**src/rtl/ctrl_seq_if.sv**
```systemverilog
// Sequencer bus: opcode and run/step controls in, per-T-state control strobes and state out.
// master drives opcode/run/step; slave is the sequencer.
interface ctrl_seq_if;
  logic [3:0] ins;
  logic       run;
  logic       step;
  logic       pc_inc;
  logic       pc_out;
  logic       pc_load;
  logic       mar_in;
  logic       ram_out;
  logic       ir_in;
  logic       ir_out;
  logic       acc_in;
  logic       acc_out;
  logic       breg_in;
  logic       alu_sub;
  logic       alu_out;
  logic       outreg_in;
  logic       halted;
  logic [2:0] tstate;

  modport master (
    output ins, run, step,
    input  pc_inc, pc_out, pc_load, mar_in, ram_out, ir_in, ir_out,
    input  acc_in, acc_out, breg_in, alu_sub, alu_out, outreg_in, halted, tstate
  );

  modport slave (
    input  ins, run, step,
    output pc_inc, pc_out, pc_load, mar_in, ram_out, ir_in, ir_out,
    output acc_in, acc_out, breg_in, alu_sub, alu_out, outreg_in, halted, tstate
  );
endinterface

```
**src/rtl/ctrl_seq.sv**
```systemverilog
// T-state control sequencer for the 8-bit accumulator CPU: fixed T1-T3 fetch, opcode-driven T4-T6 execute, HALT.
// Strobes are combinational from state/opcode and gated by the advance enable, so a held state never repeats a load.
module ctrl_seq #(
  parameter bit         SHORT_CYCLE = 1'b0,
  parameter logic [3:0] OP_LDA      = 4'h0,
  parameter logic [3:0] OP_ADD      = 4'h1,
  parameter logic [3:0] OP_SUB      = 4'h2,
  parameter logic [3:0] OP_JMP      = 4'h3,
  parameter logic [3:0] OP_OUT      = 4'hE,
  parameter logic [3:0] OP_HLT      = 4'hF
) (
  input  logic       clk,
  input  logic       rst_n,
  ctrl_seq_if.slave  bus
);

  typedef enum logic [2:0] {
    T1   = 3'd0,
    T2   = 3'd1,
    T3   = 3'd2,
    T4   = 3'd3,
    T5   = 3'd4,
    T6   = 3'd5,
    HALT = 3'd7
  } state_t;

  typedef struct packed {
    logic pc_inc;
    logic pc_out;
    logic pc_load;
    logic mar_in;
    logic ram_out;
    logic ir_in;
    logic ir_out;
    logic acc_in;
    logic acc_out;
    logic breg_in;
    logic alu_sub;
    logic alu_out;
    logic outreg_in;
  } ctrl_t;

  state_t r_state;
  state_t w_next;
  logic   r_step_q;
  logic   w_en;
  logic   w_arith;
  ctrl_t  w_ctrl;
  ctrl_t  w_gated;

  assign w_en    = bus.run | (bus.step & ~r_step_q);
  assign w_arith = (bus.ins == OP_ADD) || (bus.ins == OP_SUB);

  always_comb begin
    w_next = r_state;
    w_ctrl = '0;
    case (r_state)
      T1: begin
        w_ctrl.pc_out = 1'b1;
        w_ctrl.mar_in = 1'b1;
        w_next        = T2;
      end
      T2: begin
        w_ctrl.pc_inc = 1'b1;
        w_next        = T3;
      end
      T3: begin
        w_ctrl.ram_out = 1'b1;
        w_ctrl.ir_in   = 1'b1;
        w_next         = T4;
      end
      T4: begin
        // Only memory-operand instructions need T5 when short-cycling.
        w_next = SHORT_CYCLE ? T1 : T5;
        if (bus.ins == OP_LDA || w_arith) begin
          w_ctrl.ir_out = 1'b1;
          w_ctrl.mar_in = 1'b1;
          w_next        = T5;
        end else if (bus.ins == OP_JMP) begin
          w_ctrl.ir_out  = 1'b1;
          w_ctrl.pc_load = 1'b1;
        end else if (bus.ins == OP_OUT) begin
          w_ctrl.acc_out   = 1'b1;
          w_ctrl.outreg_in = 1'b1;
        end else if (bus.ins == OP_HLT) begin
          w_next = HALT;
        end
      end
      T5: begin
        w_next = (SHORT_CYCLE && bus.ins == OP_LDA) ? T1 : T6;
        if (bus.ins == OP_LDA) begin
          w_ctrl.ram_out = 1'b1;
          w_ctrl.acc_in  = 1'b1;
        end else if (w_arith) begin
          w_ctrl.ram_out = 1'b1;
          w_ctrl.breg_in = 1'b1;
        end
      end
      T6: begin
        w_next = T1;
        if (w_arith) begin
          w_ctrl.alu_out = 1'b1;
          w_ctrl.acc_in  = 1'b1;
          w_ctrl.alu_sub = (bus.ins == OP_SUB);
        end
      end
      HALT:    w_next = HALT;
      default: w_next = T1;
    endcase
  end

  // Reset must silence strobes immediately, even though T1 would otherwise decode.
  assign w_gated = (w_en && rst_n) ? w_ctrl : '0;

  assign bus.pc_inc    = w_gated.pc_inc;
  assign bus.pc_out    = w_gated.pc_out;
  assign bus.pc_load   = w_gated.pc_load;
  assign bus.mar_in    = w_gated.mar_in;
  assign bus.ram_out   = w_gated.ram_out;
  assign bus.ir_in     = w_gated.ir_in;
  assign bus.ir_out    = w_gated.ir_out;
  assign bus.acc_in    = w_gated.acc_in;
  assign bus.acc_out   = w_gated.acc_out;
  assign bus.breg_in   = w_gated.breg_in;
  assign bus.alu_sub   = w_gated.alu_sub;
  assign bus.alu_out   = w_gated.alu_out;
  assign bus.outreg_in = w_gated.outreg_in;
  assign bus.halted    = (r_state == HALT);
  assign bus.tstate    = r_state;

  always_ff @(posedge clk or negedge rst_n) begin
    if (!rst_n) begin
      r_state  <= T1;
      r_step_q <= 1'b0;
    end else begin
      r_step_q <= bus.step;
      if (w_en) begin
        r_state <= w_next;
      end
    end
  end

endmodule

```
**src/flat_wrapper.sv**
```systemverilog
// flat-port wrapper written by rule: the top's interface ports become plain ports
module ctrl_seq_flat 
#(
  parameter bit         SHORT_CYCLE = 1'b0,
  parameter logic [3:0] OP_LDA      = 4'h0,
  parameter logic [3:0] OP_ADD      = 4'h1,
  parameter logic [3:0] OP_SUB      = 4'h2,
  parameter logic [3:0] OP_JMP      = 4'h3,
  parameter logic [3:0] OP_OUT      = 4'hE,
  parameter logic [3:0] OP_HLT      = 4'hF
)
  (clk, rst_n, bus_ins, bus_run, bus_step, bus_pc_inc, bus_pc_out, bus_pc_load, bus_mar_in, bus_ram_out, bus_ir_in, bus_ir_out, bus_acc_in, bus_acc_out, bus_breg_in, bus_alu_sub, bus_alu_out, bus_outreg_in, bus_halted, bus_tstate);
  ctrl_seq_if bus_i ();
  input  logic clk;
  input  logic rst_n;
  input wire logic [$bits(bus_i.ins)-1:0] bus_ins;
  input wire logic [$bits(bus_i.run)-1:0] bus_run;
  input wire logic [$bits(bus_i.step)-1:0] bus_step;
  output wire logic [$bits(bus_i.pc_inc)-1:0] bus_pc_inc;
  output wire logic [$bits(bus_i.pc_out)-1:0] bus_pc_out;
  output wire logic [$bits(bus_i.pc_load)-1:0] bus_pc_load;
  output wire logic [$bits(bus_i.mar_in)-1:0] bus_mar_in;
  output wire logic [$bits(bus_i.ram_out)-1:0] bus_ram_out;
  output wire logic [$bits(bus_i.ir_in)-1:0] bus_ir_in;
  output wire logic [$bits(bus_i.ir_out)-1:0] bus_ir_out;
  output wire logic [$bits(bus_i.acc_in)-1:0] bus_acc_in;
  output wire logic [$bits(bus_i.acc_out)-1:0] bus_acc_out;
  output wire logic [$bits(bus_i.breg_in)-1:0] bus_breg_in;
  output wire logic [$bits(bus_i.alu_sub)-1:0] bus_alu_sub;
  output wire logic [$bits(bus_i.alu_out)-1:0] bus_alu_out;
  output wire logic [$bits(bus_i.outreg_in)-1:0] bus_outreg_in;
  output wire logic [$bits(bus_i.halted)-1:0] bus_halted;
  output wire logic [$bits(bus_i.tstate)-1:0] bus_tstate;
  assign bus_i.ins = bus_ins;
  assign bus_i.run = bus_run;
  assign bus_i.step = bus_step;
  assign bus_pc_inc = bus_i.pc_inc;
  assign bus_pc_out = bus_i.pc_out;
  assign bus_pc_load = bus_i.pc_load;
  assign bus_mar_in = bus_i.mar_in;
  assign bus_ram_out = bus_i.ram_out;
  assign bus_ir_in = bus_i.ir_in;
  assign bus_ir_out = bus_i.ir_out;
  assign bus_acc_in = bus_i.acc_in;
  assign bus_acc_out = bus_i.acc_out;
  assign bus_breg_in = bus_i.breg_in;
  assign bus_alu_sub = bus_i.alu_sub;
  assign bus_alu_out = bus_i.alu_out;
  assign bus_outreg_in = bus_i.outreg_in;
  assign bus_halted = bus_i.halted;
  assign bus_tstate = bus_i.tstate;
  ctrl_seq #(.SHORT_CYCLE(SHORT_CYCLE), .OP_LDA(OP_LDA), .OP_ADD(OP_ADD), .OP_SUB(OP_SUB), .OP_JMP(OP_JMP), .OP_OUT(OP_OUT), .OP_HLT(OP_HLT)) u_core (.clk(clk), .rst_n(rst_n), .bus(bus_i));
endmodule
```
**config.mk**
```make
export PLATFORM = sky130hd
export DESIGN_NAME = ctrl_seq_flat
export DESIGN_NICKNAME = d
export VERILOG_FILES = /design/src/rtl/ctrl_seq_if.sv /design/src/rtl/ctrl_seq.sv /design/src/flat_wrapper.sv
export SDC_FILE = /design/constraint.sdc
export NUM_CORES = 1
export LEC_CHECK = 0
export CAP_MARGIN = 20
export CORE_AREA = 3 3 40 42
export CTS_CLUSTER_SIZE = 40
export DETAILED_ROUTE_END_ITERATION = 7
export DIE_AREA = 0 0 43 45
export GPL_TIMING_DRIVEN = 0
export PLACE_DENSITY_LB_ADDON = 0.12
export SYNTH_ARGS = -nofsm -noshare
export SYNTH_HDL_FRONTEND = slang
export SYNTH_SLANG_ARGS = --single-unit
```
**constraint.sdc**
```tcl
create_clock -name clk -period 1.6 [get_ports clk]
set_input_delay 0.24 -clock clk [delete_from_list [all_inputs] [get_ports clk]]
set_output_delay 0.24 -clock clk [all_outputs]
set_load 0.05 [all_outputs]
```
==> results of run 1 <==
==> registers in the layout, summed over array words and instances (netlist names) <==
register           cells
u_core.bus.tstate      3
u_core.r_step_q        1
==> layout by cell type (no fill, tap or decap), drive strengths merged, types with 2 or more instances in the layout <==
cell,n
nor2b,4
nor3b,2
nand2,5
a21oi,3
nor2,6
dfrtp,4
nor3,7
buf,26
o21ai,3
nand2b,4
dlygate4sd2,10
clkbuf,7
nor4,2
==> worst paths after layout <==
kind,cells past startpoint,end,startpoint,slack [ps]
max,7,bus_outreg_in,u_core.r_step_q,-180
min,1,u_core.r_step_q,bus_step,320
max reg2reg,5,u_core.bus.tstate[1],u_core.r_step_q,110
min reg2reg,2,u_core.bus.tstate[2],u_core.bus.tstate[2],620
max in group asynchronous,2,u_core.bus.tstate[2],rst_n,830
min in group asynchronous,2,u_core.bus.tstate[1],rst_n,580
==> through the flow <==
stage / setup TNS [ps] / total power (µW) / area [µm²] / hold slack [ps]
2_1_floorplan: -4230 / 818 / 508 / -55.6
3_3_place_gp: -13900 / 1030 / 767 / 501
3_5_place_dp: -13980 / 1040 / 767 / 503
4_1_cts: -886 / 1240 / 883 / 312
5_1_grt: -2050 / 1350 / 947 / 318
6_report: -1220 / 1270 / 947 / 316
==> power by group through the flow <==
stage	sequential (µW)	clock (µW)	combinational, µW
6_report	202	142	930
5_1_grt	214	150	986
4_1_cts	189	145	908
3_5_place_dp	191	0	846
3_3_place_gp	192	0	842
2_1_floorplan	315	0	503
==> kinds of logic after synthesis <==
logic type / Yosys count / share of synthesized area, %
AO/OA/AOI/OAI: 9 / 13.9
multiplexers: 1 / 2.84
AND/OR/NAND/NOR: 35 / 50.8
XOR/XNOR: 1 / 2.21
flip-flops: 4 / 25.2
buffers and inverters: 4 / 5.05
==> routing by layer <==
metal	GRT usage [%]	vias to the layer above	wire length (µm)
met5	0	-	0
met3	3.98	4	88
li1	-	274	-
met4	9.04	0	27
met2	21.9	18	669
met1	17.1	250	528
==> repair_timing <==
| action | CTS | global route |
|---|---|---|
| hold buffers | 1 | 0 |
| setup buffers | 6 | 6 |
| pin swaps | 4 | 3 |
| hold endpoints to repair | 4 | 0 |
| endpoints found under the setup margin | 17 | 14 |
| resized for setup | 115 | 8 |
==> worst max-delay path: cells and delay by family, from the launching register on <==
kind	cells	cell delay, ps
buf+inv	3	430
flops	1	350
simple gates	4	520
==> layout make-up <==
| cell class | count | area share (%) |
|---|---|---|
| buffer | 3 | 3.43 |
| timing repair buffer | 37 | 38.4 |
| sequential | 4 | 11.0 |
| tap | 15 | 1.98 |
| clock buffer | 4 | 2.77 |
| multi-input combinational | 46 | 42.4 |
==> qor.csv, run 1 <==
metric,value,unit
maximum clock rate,561,MHz
initial antenna violation count,0,
period utilization,111,%
Commonest cells post-synth,"nor3_1 (7), nor2_1 (6), nand2_1 (5)",
"Reg clk slew, reported paths",30,ps
clock group share of total power,11.2,%
share of cells above drive strength 1,58.5,%
vias per cell,5.01,
Critical Path RT,1360,ps
Syn Area/Cell,7.35,µm²
setup ws final,-183,ps
H-tree level count,1,
clk sinks,4,
register area,104,µm²
CP Class,register to output pin,
total CTS buffers,3,
CP Capture Type,output pin,
total of max-cap violations,0,
DP HPWL,894,µm
Leakage,0.000419,µW
slew of the pin with the lowest slew margin,489,ps
latest clock arrival within the worst-skew pair,240,ps
"FFs w/ async S/R, synth",100,%
combinational power share,73.0,%
initial core utilization,30.9,%
internal power,604,µW
power density over the cells,1350,mW/mm²
Synth area leaders,"dfrtp_1 (25%), nor3_1 (8.8%), nor2_1 (5.7%)",
chip width,43,µm
layout overhead on the synthesized area,139,%
failing checks,setup timing,
Worst Path Arrival,1540,ps
clock root buffer,clkbuf_4,
All-Layer GR Usage,14.0,%
"slowest stage cell, crit path",dfrtp_1,
crit-path max cell delay,350,ps
synth warn,0,
Die Ht,45,µm
vias,546,
crit-path max FO,7,
Routed Antenna Nets,0,
Post-synth EDFFs,0,
outcome,"finished, violations left",
Startpoint Class,register,
Slew HR,67.5,%
Seq pwr share,15.8,%
Pre-antenna DRT Iters,4,
Detailed Route WL,1.31,mm
post-place setup slack,-1220,ps
first-pass GRT wire length,2.01,mm
Multi-input gate area,402,µm²
fill count,102,
number of remaining DRC errors,0,
"Critical Path, Cell by Cell",nand2b_4 > nand2b_4 > nand3b_1 > buf_6 > nor4_4 > buf_6 > buf_8,
DR iter-0 viols,5,
final core occ,73.7,%
Worst Skew,8.75,ps
"Seq/Total Area, Yosys",25.2,%
post-synth top area share,25.2,%
syn nets,62,
"Remaining Overflow, GRT",0,
WL/cell,12.0,µm
register bit total from synthesis,4,
Tmin final,1780,ps
"Hold Vio Cnt, Final",0,
dominant synthesized flop cell,dfrtp_1,
most common cell in the netlist,nor3_1,
"non-filler cells, final",109,
placed cells,93,
post-synthesis cell type count,25,
Synth area leader,dfrtp_1,
largest net degree at the start of global routing,11,
Cells after Synth,54,
RePlAce Congestion,0.798,
VDD IR max,1.02,mV
RSZ-0062 raised after global routing,yes,
CTS max path bufs,2,
Hold WC Path Type,primary input to register,
switch share,52.6,%
Psw,670,µW
TritonCTS clock tree,built,
die area,0.00194,mm²
PortBufs,24,
"Slew Viols, Final",0,
ANT cells,0,
Core Area,0.00128,mm²
row count,13,
vias in the first global route,476,
Final Setup Violations,13,
cell area after synthesis,397,µm²
io pins,25,
NumNets Final,103,
Note: power is estimated with default switching activity, not from simulation.
==> inputs of run 2 (changes only) <==
CORE_AREA = 2 2 39 41   (was 3 3 40 42)
CTS_BUF_LIST = sky130_fd_sc_hd__clkbuf_8   (was default)
DIE_AREA = 0 0 41 43   (was 0 0 43 45)
TNS_END_PERCENT = 30   (was default)
==> run 2 against run 1 <==
Compared with the run above:
- the flow still finishes with violations (setup timing)
- clock skew fell by 4.5 ps
- first-iteration DRC count rose by 40%
- flip-flop and latch count did not move
- largest power group unchanged
- clock power rose by 55%
- fmax rose by 0.52%
==> qor.csv, run 2 (same netlist as run 1, synthesis figures left out) <==
metric,value,unit,change
RSZ-0062 raised after global routing,yes,,
failing checks,setup timing,,
share of cells above drive strength 1,51.7,%,-6.8 points
DP HPWL,925,µm,+3.4%
"Slew Viols, Final",0,,unchanged
die area,0.00176,mm²,-8.9%
critical register-to-register path startpoint,u_core.r_step_q,,
crit-path max FO,7,,unchanged
combinational power share,67.7,%,-5.3 points
switch share,51.0,%,-1.6 points
GRT met3 Usage,3.14,%,-0.84 points
layout overhead on the synthesized area,118,%,
RePlAce Congestion,0.767,,-3.8%
number of flip-flops in the largest register,3,,unchanged
clock group share of total power,17.1,%,+5.9 points
internal power,629,µW,+4.3%
total of max-cap violations,0,,unchanged
H-tree level count,1,,unchanged
register area,101,µm²,-2.4%
"commonest non-fill, non-tap cell in the layout",buf_6,,
slew of the pin with the lowest slew margin,484,ps,-4.50 ps
Core Area,0.00138,mm²,+7.7%
Final Setup Violations,11,,-2
period utilization,111,%,-0.58 points
VDD IR max,0.910,mV,-10%
Pre-antenna DRT Iters,4,,unchanged
Hold WC Path Type,primary input to asynchronous set/reset pin,,
Seq pwr share,15.2,%,-0.6 points
"Remaining Overflow, GRT",0,,unchanged
Reg2Reg Depth,4,,-1
met2 layer usage reported by global route,28.4,%,+6.6 points
crit-path max cell delay,360,ps,about the same
power density over the cells,1480,mW/mm²,+10%
Critical Path RT,1360,ps,about the same
Layout Cell Area excl Fill,866,µm²,-8.6%
Routed Antenna Nets,0,,unchanged
outcome,"finished, violations left",,
NumNets Final,96,,-6.8%
Startpoint Class,register,,
sum of buffers and inverters on the critical path,3,,unchanged
Slew HR,67.8,%,+0.30 points
TritonCTS clock tree,built,,
reg2reg end,u_core.bus.tstate[1],,
largest net degree at the start of global routing,11,,unchanged
Psw,655,µW,-2.3%
total CTS buffers,3,,unchanged
first-pass GRT wire length,2.13,mm,+5.9%
ANT cells,0,,unchanged
Multi-input gate area,374,µm²,-6.9%
WL/cell,12.4,µm,+3.1%
setup ws final,-173,ps,+9.26 ps
DR iter-0 viols,7,,+2
initial antenna violation count,0,,unchanged
maximum clock rate,564,MHz,+0.52%
total negative setup slack,-671,ps,+544 ps
PortBufs,24,,unchanged
Worst Skew,4.24,ps,-4.51 ps
CTS max path bufs,2,,unchanged
number of remaining DRC errors,0,,unchanged
r2r setup slk,190,ps,+80 ps
CP Class,register to output pin,,
clk sinks,4,,unchanged
row count,14,,+1
All-Layer GR Usage,17.2,%,+3.1 points
initial core utilization,28.7,%,-2.2 points
M1 GR Usage,21.9,%,+4.8 points
final core occ,62.6,%,-11 points
vias in the first global route,506,,+6.3%
GRT busiest layer,met2,,
CP Capture Type,output pin,,
clock root buffer,clkbuf_8,,
Crit path max-delay family,simple AND/OR/NAND/NOR gates,,
chip width,41,µm,-4.7%
latest clock arrival within the worst-skew pair,220,ps,-20 ps
"slowest stage cell, crit path",dfrtp_1,,
fill count,131,,+28%
"Reg clk slew, reported paths",30,ps,about the same
"Critical Path, Cell by Cell",nand2b_4 > nand2b_4 > nand3b_1 > buf_6 > nor4_4 > buf_6 > buf_8,,
Worst Path Arrival,1530,ps,about the same
Tmin final,1770,ps,-9.26 ps
Leakage,0.000379,µW,-9.5%
"Hold Vio Cnt, Final",0,,unchanged
vias per cell,5.20,,+3.9%
Die Ht,43,µm,-4.4%
hold buffer count at cts,0,,-1
vias,536,,-1.8%
post-placement cell area,733,µm²,-4.4%
io pins,25,,unchanged
Detailed Route WL,1.28,mm,-2.6%
hold slack,1.74,ps,-315 ps
"commonest cells after routing, fill and taps aside","buf_6 (16), dlygate4sd2_1 (10), nor2_1 (6)",,
-- run 2: cell type report --
class                   count  area share (%)
plain buffers               3            3.03
clock buffers               3            4.77
clock inverters             1           0.434
multi-input cells          46            43.2
flip-flops and latches      4            11.7
well taps                  16            2.31
repair buffers             30            34.5
-- run 2: power by group through the flow --
stage | sequential [µW] | clock (µW) | combinational, µW
after floorplan | 307 | 0 | 452
after global placement | 185 | 0 | 791
after detailed placement | 185 | 0 | 798
after CTS | 181 | 221 | 866
after global routing | 206 | 230 | 920
final | 196 | 220 | 869
-- run 2: how the worst max path moves through the flow --
stage | from | endpoint | cells after the start
finish | u_core.r_step_q | bus_outreg_in | 7
global route | u_core.r_step_q | bus_outreg_in | 7
CTS | u_core.bus.tstate[2] | bus_outreg_in | 6
detailed placement | bus_step | bus_outreg_in | 7
global placement | bus_step | bus_outreg_in | 7
floorplan | u_core.bus.tstate[0] | bus_pc_inc | 3
-- run 2: timing repair --
action	in CTS	in global routing
endpoints found under the hold margin	0	0
gates resized for setup	114	8
setup endpoints to repair	17	13
buffers inserted	6	0
pin swaps	5	1
-- run 2: worst reg2reg max path: stages (launching register included) --
cell and delay, ps:
dfrtp_1 360, nand2b_4 150, nor2b_4 130, or4_1 510, o221a_2 140
-- run 2: through the flow --
stage	setup WS, ps	std cells	total power (µW)
floorplan	-549	54	759
global placement	-1160	94	975
detailed placement	-1150	94	983
CTS	-170	104	1270
global route	-243	103	1360
finish	-173	103	1280
-- run 2: layer usage --
metal  wire (µm)  vias to the layer above
met5           0                        -
met4           8                        0
met3          83                        2
met2         678                       20
met1         507                      253
li1            -                      261
